--- src/rtl/mem_arbiter_pkg.sv ---
// -----------------------------------------------------------------------------
// mem_arbiter_pkg
// Shared definitions for the two-port memory arbiter:
//   - default widths (address, data, grant counter)
//   - FSM state encodings (IDLE / ISSUE / WAIT)
//   - requester port ids (0 = processor, 1 = loader/DMA)
//   - small helper for the round-robin tie break
// No ports; imported by mem_arbiter and rr_arb2.
// -----------------------------------------------------------------------------
package mem_arbiter_pkg;

    localparam int DEF_AW    = 12;
    localparam int DEF_DW    = 32;
    localparam int DEF_CNT_W = 16;
    localparam int NUM_PORTS = 2;

    // FSM encodings kept as plain constants so older code can compare against them.
    localparam logic [1:0] ST_IDLE  = 2'd0;
    localparam logic [1:0] ST_ISSUE = 2'd1;
    localparam logic [1:0] ST_WAIT  = 2'd2;

    typedef logic port_id_t;

    localparam port_id_t PORT_CPU = 1'b0;
    localparam port_id_t PORT_DMA = 1'b1;

    // With only two requesters "the other one" is a simple inversion.
    function automatic port_id_t other_port(input port_id_t p);
        return ~p;
    endfunction

endpackage

--- src/rtl/mem_arbiter_rr_arb2.sv ---
// -----------------------------------------------------------------------------
// rr_arb2
// Combinational 2-way arbiter pick.
// Parameters:
//   FIXED_PRI  0 = round-robin (tie goes to the port that was not granted last)
//              1 = port 0 always wins a tie
// Ports:
//   req0, req1   in   requests from port 0 / port 1
//   last         in   port granted most recently
//   grant_valid  out  at least one request present
//   winner       out  selected port id (meaningful only when grant_valid=1)
// -----------------------------------------------------------------------------
module rr_arb2
    import mem_arbiter_pkg::*;
#(
    parameter int FIXED_PRI = 0
) (
    input  logic     req0,
    input  logic     req1,
    input  port_id_t last,
    output logic     grant_valid,
    output port_id_t winner
);

    always_comb begin
        grant_valid = req0 | req1;
        winner      = PORT_CPU;
        if (req0 && req1) begin
            winner = (FIXED_PRI != 0) ? PORT_CPU : other_port(last);
        end else if (req1) begin
            winner = PORT_DMA;
        end
    end

endmodule

--- src/rtl/mem_arbiter.sv ---
// -----------------------------------------------------------------------------
// mem_arbiter
// Shares one single-port synchronous memory between a processor (port 0) and a
// loader/DMA engine (port 1). One transaction is in flight at a time:
//   IDLE -> ISSUE -> IDLE        (write)
//   IDLE -> ISSUE -> WAIT -> IDLE (read)
// Requests are only looked at in IDLE. All outputs come straight from registers.
// Parameters:
//   AW, DW      address / data width
//   FIXED_PRI   0 = round-robin, 1 = port 0 wins ties
//   CNT_W       width of the saturating per-port grant counters
// Ports (N = 0,1):
//   clk, rst_n                clock, asynchronous active-low reset
//   pN_req/we/addr/wdata      request; fields held stable until pN_gnt
//   pN_gnt                    one-cycle pulse, request accepted (ISSUE cycle)
//   pN_rvalid, pN_rdata       one-cycle read-data pulse; rdata held until next read
//   pN_grant_cnt              grants to port N, saturating at all-ones
//   mem_reading/address/wdata to memory; mem_reading=0 only in a write ISSUE
//   mem_rdata                 from memory, registered one cycle after a read edge
// -----------------------------------------------------------------------------
module mem_arbiter
    import mem_arbiter_pkg::*;
#(
    parameter int AW        = DEF_AW,
    parameter int DW        = DEF_DW,
    parameter int FIXED_PRI = 0,
    parameter int CNT_W     = DEF_CNT_W
) (
    input  logic             clk,
    input  logic             rst_n,

    input  logic             p0_req,
    input  logic             p0_we,
    input  logic [AW-1:0]    p0_addr,
    input  logic [DW-1:0]    p0_wdata,
    output logic             p0_gnt,
    output logic             p0_rvalid,
    output logic [DW-1:0]    p0_rdata,
    output logic [CNT_W-1:0] p0_grant_cnt,

    input  logic             p1_req,
    input  logic             p1_we,
    input  logic [AW-1:0]    p1_addr,
    input  logic [DW-1:0]    p1_wdata,
    output logic             p1_gnt,
    output logic             p1_rvalid,
    output logic [DW-1:0]    p1_rdata,
    output logic [CNT_W-1:0] p1_grant_cnt,

    output logic             mem_reading,
    output logic [AW-1:0]    mem_address,
    output logic [DW-1:0]    mem_wdata,
    input  logic [DW-1:0]    mem_rdata
);

    logic [1:0]    state_reg;
    logic [1:0]    state_next;
    port_id_t      owner_reg;
    port_id_t      last_reg;
    logic          we_reg;
    logic          mem_reading_reg;
    logic [AW-1:0] mem_address_reg;
    logic [DW-1:0] mem_wdata_reg;

    logic          grant_valid;
    port_id_t      winner;
    logic          grant_now;
    logic          read_capture;
    logic          sel_we;
    logic [AW-1:0] sel_addr;
    logic [DW-1:0] sel_wdata;

    logic [NUM_PORTS-1:0] gnt_vec;
    logic [NUM_PORTS-1:0] rvalid_vec;
    logic [DW-1:0]        rdata_arr [NUM_PORTS];
    logic [CNT_W-1:0]     cnt_arr   [NUM_PORTS];

    rr_arb2 #(
        .FIXED_PRI (FIXED_PRI)
    ) u_pick (
        .req0        (p0_req),
        .req1        (p1_req),
        .last        (last_reg),
        .grant_valid (grant_valid),
        .winner      (winner)
    );

    assign grant_now    = (state_reg == ST_IDLE) && grant_valid;
    // WAIT is the cycle in which the memory's registered output holds our word.
    assign read_capture = (state_reg == ST_WAIT);

    assign sel_we    = (winner == PORT_DMA) ? p1_we    : p0_we;
    assign sel_addr  = (winner == PORT_DMA) ? p1_addr  : p0_addr;
    assign sel_wdata = (winner == PORT_DMA) ? p1_wdata : p0_wdata;

    always_comb begin
        state_next = state_reg;
        case (state_reg)
            ST_IDLE:  if (grant_valid) state_next = ST_ISSUE;
            ST_ISSUE: state_next = we_reg ? ST_IDLE : ST_WAIT;
            ST_WAIT:  state_next = ST_IDLE;
            default:  state_next = ST_IDLE;
        endcase
    end

    // The memory-side registers are loaded on the grant edge so that the
    // ISSUE cycle already presents address/data/direction to the memory.
    // mem_reading falls back to 1 on every other edge, so the memory can
    // only be written during ISSUE.
    always_ff @(posedge clk or negedge rst_n) begin
        if (!rst_n) begin
            state_reg       <= ST_IDLE;
            owner_reg       <= PORT_CPU;
            last_reg        <= PORT_DMA;
            we_reg          <= 1'b0;
            mem_reading_reg <= 1'b1;
            mem_address_reg <= '0;
            mem_wdata_reg   <= '0;
        end else begin
            state_reg       <= state_next;
            mem_reading_reg <= 1'b1;
            if (grant_now) begin
                owner_reg       <= winner;
                last_reg        <= winner;
                we_reg          <= sel_we;
                mem_address_reg <= sel_addr;
                mem_wdata_reg   <= sel_wdata;
                mem_reading_reg <= ~sel_we;
            end
        end
    end

    genvar gi;
    generate
        for (gi = 0; gi < NUM_PORTS; gi++) begin : g_port
            localparam port_id_t ID = port_id_t'(gi);

            logic             gnt_reg;
            logic             rvalid_reg;
            logic [DW-1:0]    rdata_reg;
            logic [CNT_W-1:0] cnt_reg;
            logic             mine_grant;
            logic             mine_read;

            assign mine_grant = grant_now && (winner == ID);
            assign mine_read  = read_capture && (owner_reg == ID);

            always_ff @(posedge clk or negedge rst_n) begin
                if (!rst_n) begin
                    gnt_reg    <= 1'b0;
                    rvalid_reg <= 1'b0;
                    rdata_reg  <= '0;
                    cnt_reg    <= '0;
                end else begin
                    gnt_reg    <= mine_grant;
                    rvalid_reg <= mine_read;
                    if (mine_read) begin
                        rdata_reg <= mem_rdata;
                    end
                    if (mine_grant && (cnt_reg != {CNT_W{1'b1}})) begin
                        cnt_reg <= cnt_reg + CNT_W'(1);
                    end
                end
            end

            assign gnt_vec[gi]    = gnt_reg;
            assign rvalid_vec[gi] = rvalid_reg;
            assign rdata_arr[gi]  = rdata_reg;
            assign cnt_arr[gi]    = cnt_reg;
        end
    endgenerate

    assign p0_gnt       = gnt_vec[0];
    assign p0_rvalid    = rvalid_vec[0];
    assign p0_rdata     = rdata_arr[0];
    assign p0_grant_cnt = cnt_arr[0];

    assign p1_gnt       = gnt_vec[1];
    assign p1_rvalid    = rvalid_vec[1];
    assign p1_rdata     = rdata_arr[1];
    assign p1_grant_cnt = cnt_arr[1];

    assign mem_reading  = mem_reading_reg;
    assign mem_address  = mem_address_reg;
    assign mem_wdata    = mem_wdata_reg;

endmodule

--- config.mk ---
export PLATFORM = sky130hd
export DESIGN_NAME = mem_arbiter
export DESIGN_NICKNAME = d
export VERILOG_FILES = /design/src/rtl/mem_arbiter_pkg.sv /design/src/rtl/mem_arbiter_rr_arb2.sv /design/src/rtl/mem_arbiter.sv
export SDC_FILE = /design/constraint.sdc
export NUM_CORES = 1
export LEC_CHECK = 0
export ABC_AREA = 1
export CORE_MARGIN = 1.5
export CORE_UTILIZATION = 43
export CTS_BUF_LIST = sky130_fd_sc_hd__clkbuf_4 sky130_fd_sc_hd__clkbuf_8 sky130_fd_sc_hd__clkbuf_16
export DETAILED_ROUTE_END_ITERATION = 7
export PLACE_DENSITY = 0.77
export SLEW_MARGIN = 10
export SYNTH_ARGS = -nofsm -noshare
export SYNTH_HDL_FRONTEND = slang
export SYNTH_SLANG_ARGS = --single-unit
--- constraint.sdc ---
create_clock -name clk -period 1.6 [get_ports clk]
set_input_delay 0.48 -clock clk [delete_from_list [all_inputs] [get_ports clk]]
set_output_delay 0.48 -clock clk [all_outputs]
set_load 0.02 [all_outputs]
* Yosys cells after proc, flatten, opt, wreduce, memory -nomap -nowiden
Cells that the tools add are included.
** Cells by class
- Add/subtract/negate cells :: 2
- Eq/ne operators :: 5
- Muxes and demuxes :: 9
- Bitwise logic cells :: 5
- Reductions and logical operators :: 9
** Operators with widths (number)
- adder 16 x 1 -> 16 bit, second input constant :: 2
- two-way mux 32 bit :: 1
- inequality test 16 bit, second input constant :: 2
- two-way mux 12 bit :: 1
- logical AND 1 bit :: 8
- two-way mux 1 bit :: 4
- two-way mux 2 bit :: 2
- NOT 1 bit :: 4
- case mux 2 bit (2 select lines) :: 1
- == test 2 x 1 -> 1 bit, second input constant :: 1
- == test 2 bit, second input constant :: 1
- logical NOT 2 bit :: 1
- inequality test 2 bit, second input constant :: 1
- OR 1 bit :: 1
** Word-level totals
- Register bits :: 150

* Longest topological paths before layout
- Word-level depth :: 5
- Mapped depth :: 10

* Hierarchy
Synthesis repeated with hierarchy kept, for this count alone.
** Second synthesis, totals
- Cells, all modules :: 796
- Area total of the unflattened synthesis :: 6656.4 um2
** By module, submodules not included
- mem_arbiter :: instances 1, cells an instance 793, area an instance 6641.4 um2, sequential area each 3756.1 um2
- rr_arb2 :: instances 1, cells an instance 3, area an instance 15.0 um2, sequential area each 0.0 um2

* Worst setup path after synthesis
Ideal clock, no wire load.
- Kind :: register -> register
- Start point :: register g_port[1].cnt_reg[0] (netlist: p1_grant_cnt[0])
- End point :: register g_port[1].cnt_reg[6] (netlist: p1_grant_cnt[6])
- Arrival time :: 1.408 ns
- Slack :: 0.069 ns
- Stages on the path, launching flop included :: 11
- Path buffers :: 1
- Clock period less this slack :: 1.531 ns
- Cell sequence :: dfrtp_1 ha_1 nand3_2 inv_2 nand2_2 clkinv_2 nand2_4 nand2_2 buf_6 nand2_1 o21ai_1
** On the way
- Word-level cells in the longest chain between the ends :: 2
** RTL lines
- from (decl) :: line mem_arbiter.sv:141 : logic [CNT_W-1:0] cnt_reg;
- from (signal assigned) :: line mem_arbiter.sv:161 : cnt_reg <= cnt_reg + CNT_W'(1);
- parallel branches: the longest is 2 deep, another holds adder 16 x 1 -> 16 bit
Several ways; the timed one is not identified.
A chain may end at the register's enable or synchronous reset.

* Worst setup path in the final report
- Start point :: register g_port[0].cnt_reg[5] (netlist: p0_grant_cnt[5])
- End point :: output p0_grant_cnt[5]
** RTL lines
- from (decl) :: line mem_arbiter.sv:141
- from (signal assigned) :: line mem_arbiter.sv:161
- to (decl) :: line mem_arbiter.sv:39 : output logic [CNT_W-1:0] p0_grant_cnt,
No word-level cell between the ends.

==> metrics.log <==
[metrics] Seq cells post-synth: 150
[metrics] detail-routed via count per cell: 4.94
[metrics] root buf cell: clkbuf_16
[metrics] synthesized area per cell: 8.41 um^2
[metrics] CP endpoint kind: primary output
[metrics] Worst-Margin Slew: 0.386 ns
[metrics] Inserted Diodes: 0
[metrics] Max-Cap Viols: 0
[metrics] total area of sequential cells: 0.00376 mm^2
[metrics] launch instance of the worst register-to-register path: p1_grant_cnt[0]
[metrics] die span in x: 127 um
[metrics] Finished Layout Cells: 1302
[metrics] result of the run: completed
[metrics] die footprint: 0.0162 mm^2
[metrics] count of boundary I/O pins: 271
[metrics] power density cells: 1850 mW/mm^2
[metrics] cell area after layout: 0.0104 mm^2
[metrics] number of nets still failing antenna checks after routing: 0
[metrics] total global routing track utilization: 24.6%
[metrics] Layout Area Growth over Synthesis: 56.4%
[metrics] clock buffer depth: 2
[metrics] placer congestion estimate: 0.897
[metrics] half-perimeter wire length after detailed placement: 14200 um
[metrics] setup slack at placement: -0.328 ns
[metrics] Slew Limit Headroom: 74.3%
[metrics] number of endpoints with negative hold slack in the final report: 0
[metrics] Wirelength per Cell: 14.8 um
[metrics] area of combinational cells with multiple inputs: 0.00248 mm^2
[metrics] number of DRC violations after detailed routing: 0
[metrics] class of the tightest hold or removal check: flop to flop
[metrics] slack of the critical path: 0.0241 ns
[metrics] worst IR drop on VDD: 0.000966 V
[metrics] later-pin clock latency in the skew report: 0.41 ns
[metrics] vias in the first global route: 6232
[metrics] Initial Utilization: 43.9%
[metrics] total vias in the final route: 6433
[metrics] number of warning messages in the yosys log: 0
[metrics] Post-Place Cells: 1269
[metrics] P_leak: 4.96 nW
[metrics] sequential element share of the synthesized area: 56.4%
[metrics] wire length of the first global-routing pass: 31200 um
[metrics] share of the clock period used by the worst path: 98.5%
[metrics] Max Fanout on Critical Path: 2
[metrics] Slowest cell on crit path: dfrtp_1
[metrics] worst hold slack across all endpoints: 0.435 ns
[metrics] critical setup path kind: flop to primary output
[metrics] Peak Freq: 635 MHz
[metrics] Worst Setup Start Kind: flop
[metrics] deepest level of the CTS H-tree: 4
[metrics] hold-critical path endpoint: state_reg[1]
[metrics] Overflow after GRT: 0
[metrics] number of DRC violations after detailed-routing iteration 0: 391
[metrics] Layout Skew: 0.00495 ns
[metrics] largest net degree at the start of global routing: 65
[metrics] Clock Pin Slew Worst Setup and Hold Paths: 0.06 ns
[metrics] worst reg-to-reg setup slack: 0.12 ns
[metrics] layout filler cell count: 1225
[metrics] slowest stage delay, CP: 0.39 ns
[metrics] antenna violations before repair: 0
[metrics] hold depth: 1
[metrics] Num CTS Buffers: 17
[metrics] Crit path required time: 1.12 ns
[metrics] critical path data arrival time: 1.10 ns
[metrics] cell-by-cell listing of the critical path: clkdlybuf4s15_1
[metrics] worst hold start: we_reg
[metrics] final critical delay including setup and external delays: 1.58 ns
[metrics] Core Rows: 45
[metrics] Crit Reg-Reg Endpoint: p1_grant_cnt[5]
[metrics] count of TritonRoute iterations in the first routing pass: 5
[metrics] cells on worst reg2reg path: 9
[metrics] instance area after placement: 0.00998 mm^2
[metrics] TritonCTS sink count: 150
[metrics] buffers added on ports: 270
[metrics] Final Routed Wirelength: 19200 um
[metrics] number of nets in the final layout: 1231
[metrics] setup repair after global routing missed its margin: false
[metrics] max-slew violation count: 0
[metrics] sum of buffers and inverters on the critical path: 1
[metrics] core region area: 0.0151 mm^2
[metrics] number of distinct library cells after synthesis: 29
[metrics] Post-Syn Instances: 791
[metrics] fraction of layout instances using a drive strength above 1: 17.3%
[metrics] cell area after synthesis: 0.00665 mm^2
[metrics] number of setup violations in the final report: 0
[metrics] setup_tns: 0 ns
[metrics] total nets after synthesis: 919
[metrics] Die Ht: 127 um
[metrics] kind of cell adding the most delay to the critical path: flip-flops
[metrics] clock tree from TritonCTS: built
==> cell type report <==
cell class / instances / share of cell area, %
Clock inverter: 12 / 1.50
Timing Repair Buffer: 327 / 29.7
Sequential cell: 150 / 36.1
Tap cell: 188 / 2.26
Multi-Input combinational cell: 541 / 23.8
Inverter: 66 / 2.39
Clock buffer: 18 / 4.16
==> kinds of logic after synthesis <==
logic type | share of synthesized area (%)
and+or+nand+nor | 22.4
AOI/OAI and AO/OA | 12.7
DFF | 56.4
buffers and inverters | 6.56
xor gates and xnor gates | 1.58
adders and majority gates | 0.376
==> power breakdown <==
| group | leakage [nW] | internal, W | total, W | switching (W) |
|---|---|---|---|---|
| clock network | 0.278 | 0.00245 | 0.00398 | 0.00152 |
| logic | 2.82 | 0.00362 | 0.00885 | 0.00523 |
| registers | 1.86 | 0.00545 | 0.00638 | 0.000925 |
| total | 4.96 | 0.0115 | 0.0192 | 0.00768 |
==> worst max-delay path by stage <==
stage / startpoint / endpoint / slack (ns) / cells after the start
6_report: p0_grant_cnt[5] / p0_grant_cnt[5] / 0.02 / 1
5_1_grt: p1_grant_cnt[14] / p1_grant_cnt[14] / 0.0002 / 1
4_1_cts: mem_wdata[8] / mem_wdata[8] / 0.0001 / 1
3_5_place_dp: p0_req / mem_wdata[5] / -0.33 / 6
3_3_place_gp: p1_req / mem_wdata[20] / -0.29 / 6
2_1_floorplan: p1_grant_cnt[0] / p1_grant_cnt[6] / 0.07 / 10
==> placed cells by master, fill, tap and decap left out, drive strengths merged <==
master / synthesis / final
nand4: 12 / 12
inv: 65 / 66
nor3: 3 / 3
clkinvlp: 0 / 4
dlygate4sd2: 0 / 2
clkdlybuf4s50: 0 / 123
nor2: 83 / 83
o21bai: 1 / 1
clkdlybuf4s15: 0 / 93
dlygate4sd3: 0 / 1
nand3: 17 / 17
buf: 21 / 62
dlymetal6s2s: 0 / 1
ha: 2 / 2
clkinv: 1 / 5
dfrtp: 148 / 148
o21ai: 166 / 166
nand2: 243 / 243
xor2: 5 / 5
clkbuf: 13 / 63
xnor2: 7 / 7
nand3b: 2 / 2
dfstp: 2 / 2
bufinv: 0 / 3
==> cell usage after synthesis (all sizes together) <==
cell type  count  area [um^2]
nand2        243          935
o21ai        166          835
dfrtp        148         3700
nor2          83          339
inv           65          244
buf           21          139
nand3         17          100
clkbuf        13         48.8
nand4         12         75.1
xnor2          7         61.3
xor2           5         43.8
nor3           3         25.0
dfstp          2         52.6
ha             2         25.0
nand3b         2         15.0
clkinv         1         5.00
o21bai         1         7.51
==> metrics by stage <==
step / power, W / util [%]
3_5_place_dp: 0.0162 / 65.9
5_1_grt: 0.0205 / 68.7
3_3_place_gp: 0.0160 / 65.9
2_1_floorplan: 0.0112 / -
4_1_cts: 0.0196 / 70.1
6_report: 0.0192 / 68.7
==> metal layers <==
metal / part of all wire (%) / track usage, %
met5: 0 / 0
met4: 3.3 / 11.6
met3: 7.2 / 5.82
met2: 49 / 41.1
met1: 41 / 30.1
==> repair_timing <==
item / 4_1_cts / 5_1_grt
setup endpoints to repair: 144 / 80
hold endpoints to repair: 33 / 0
cloned: 0 / 0
gates resized for setup: 305 / 68
pin swaps: 0 / 0
buffers inserted: 2 / 0
hold buffers: 1 / 0
(Power assumes the default switching activity.)
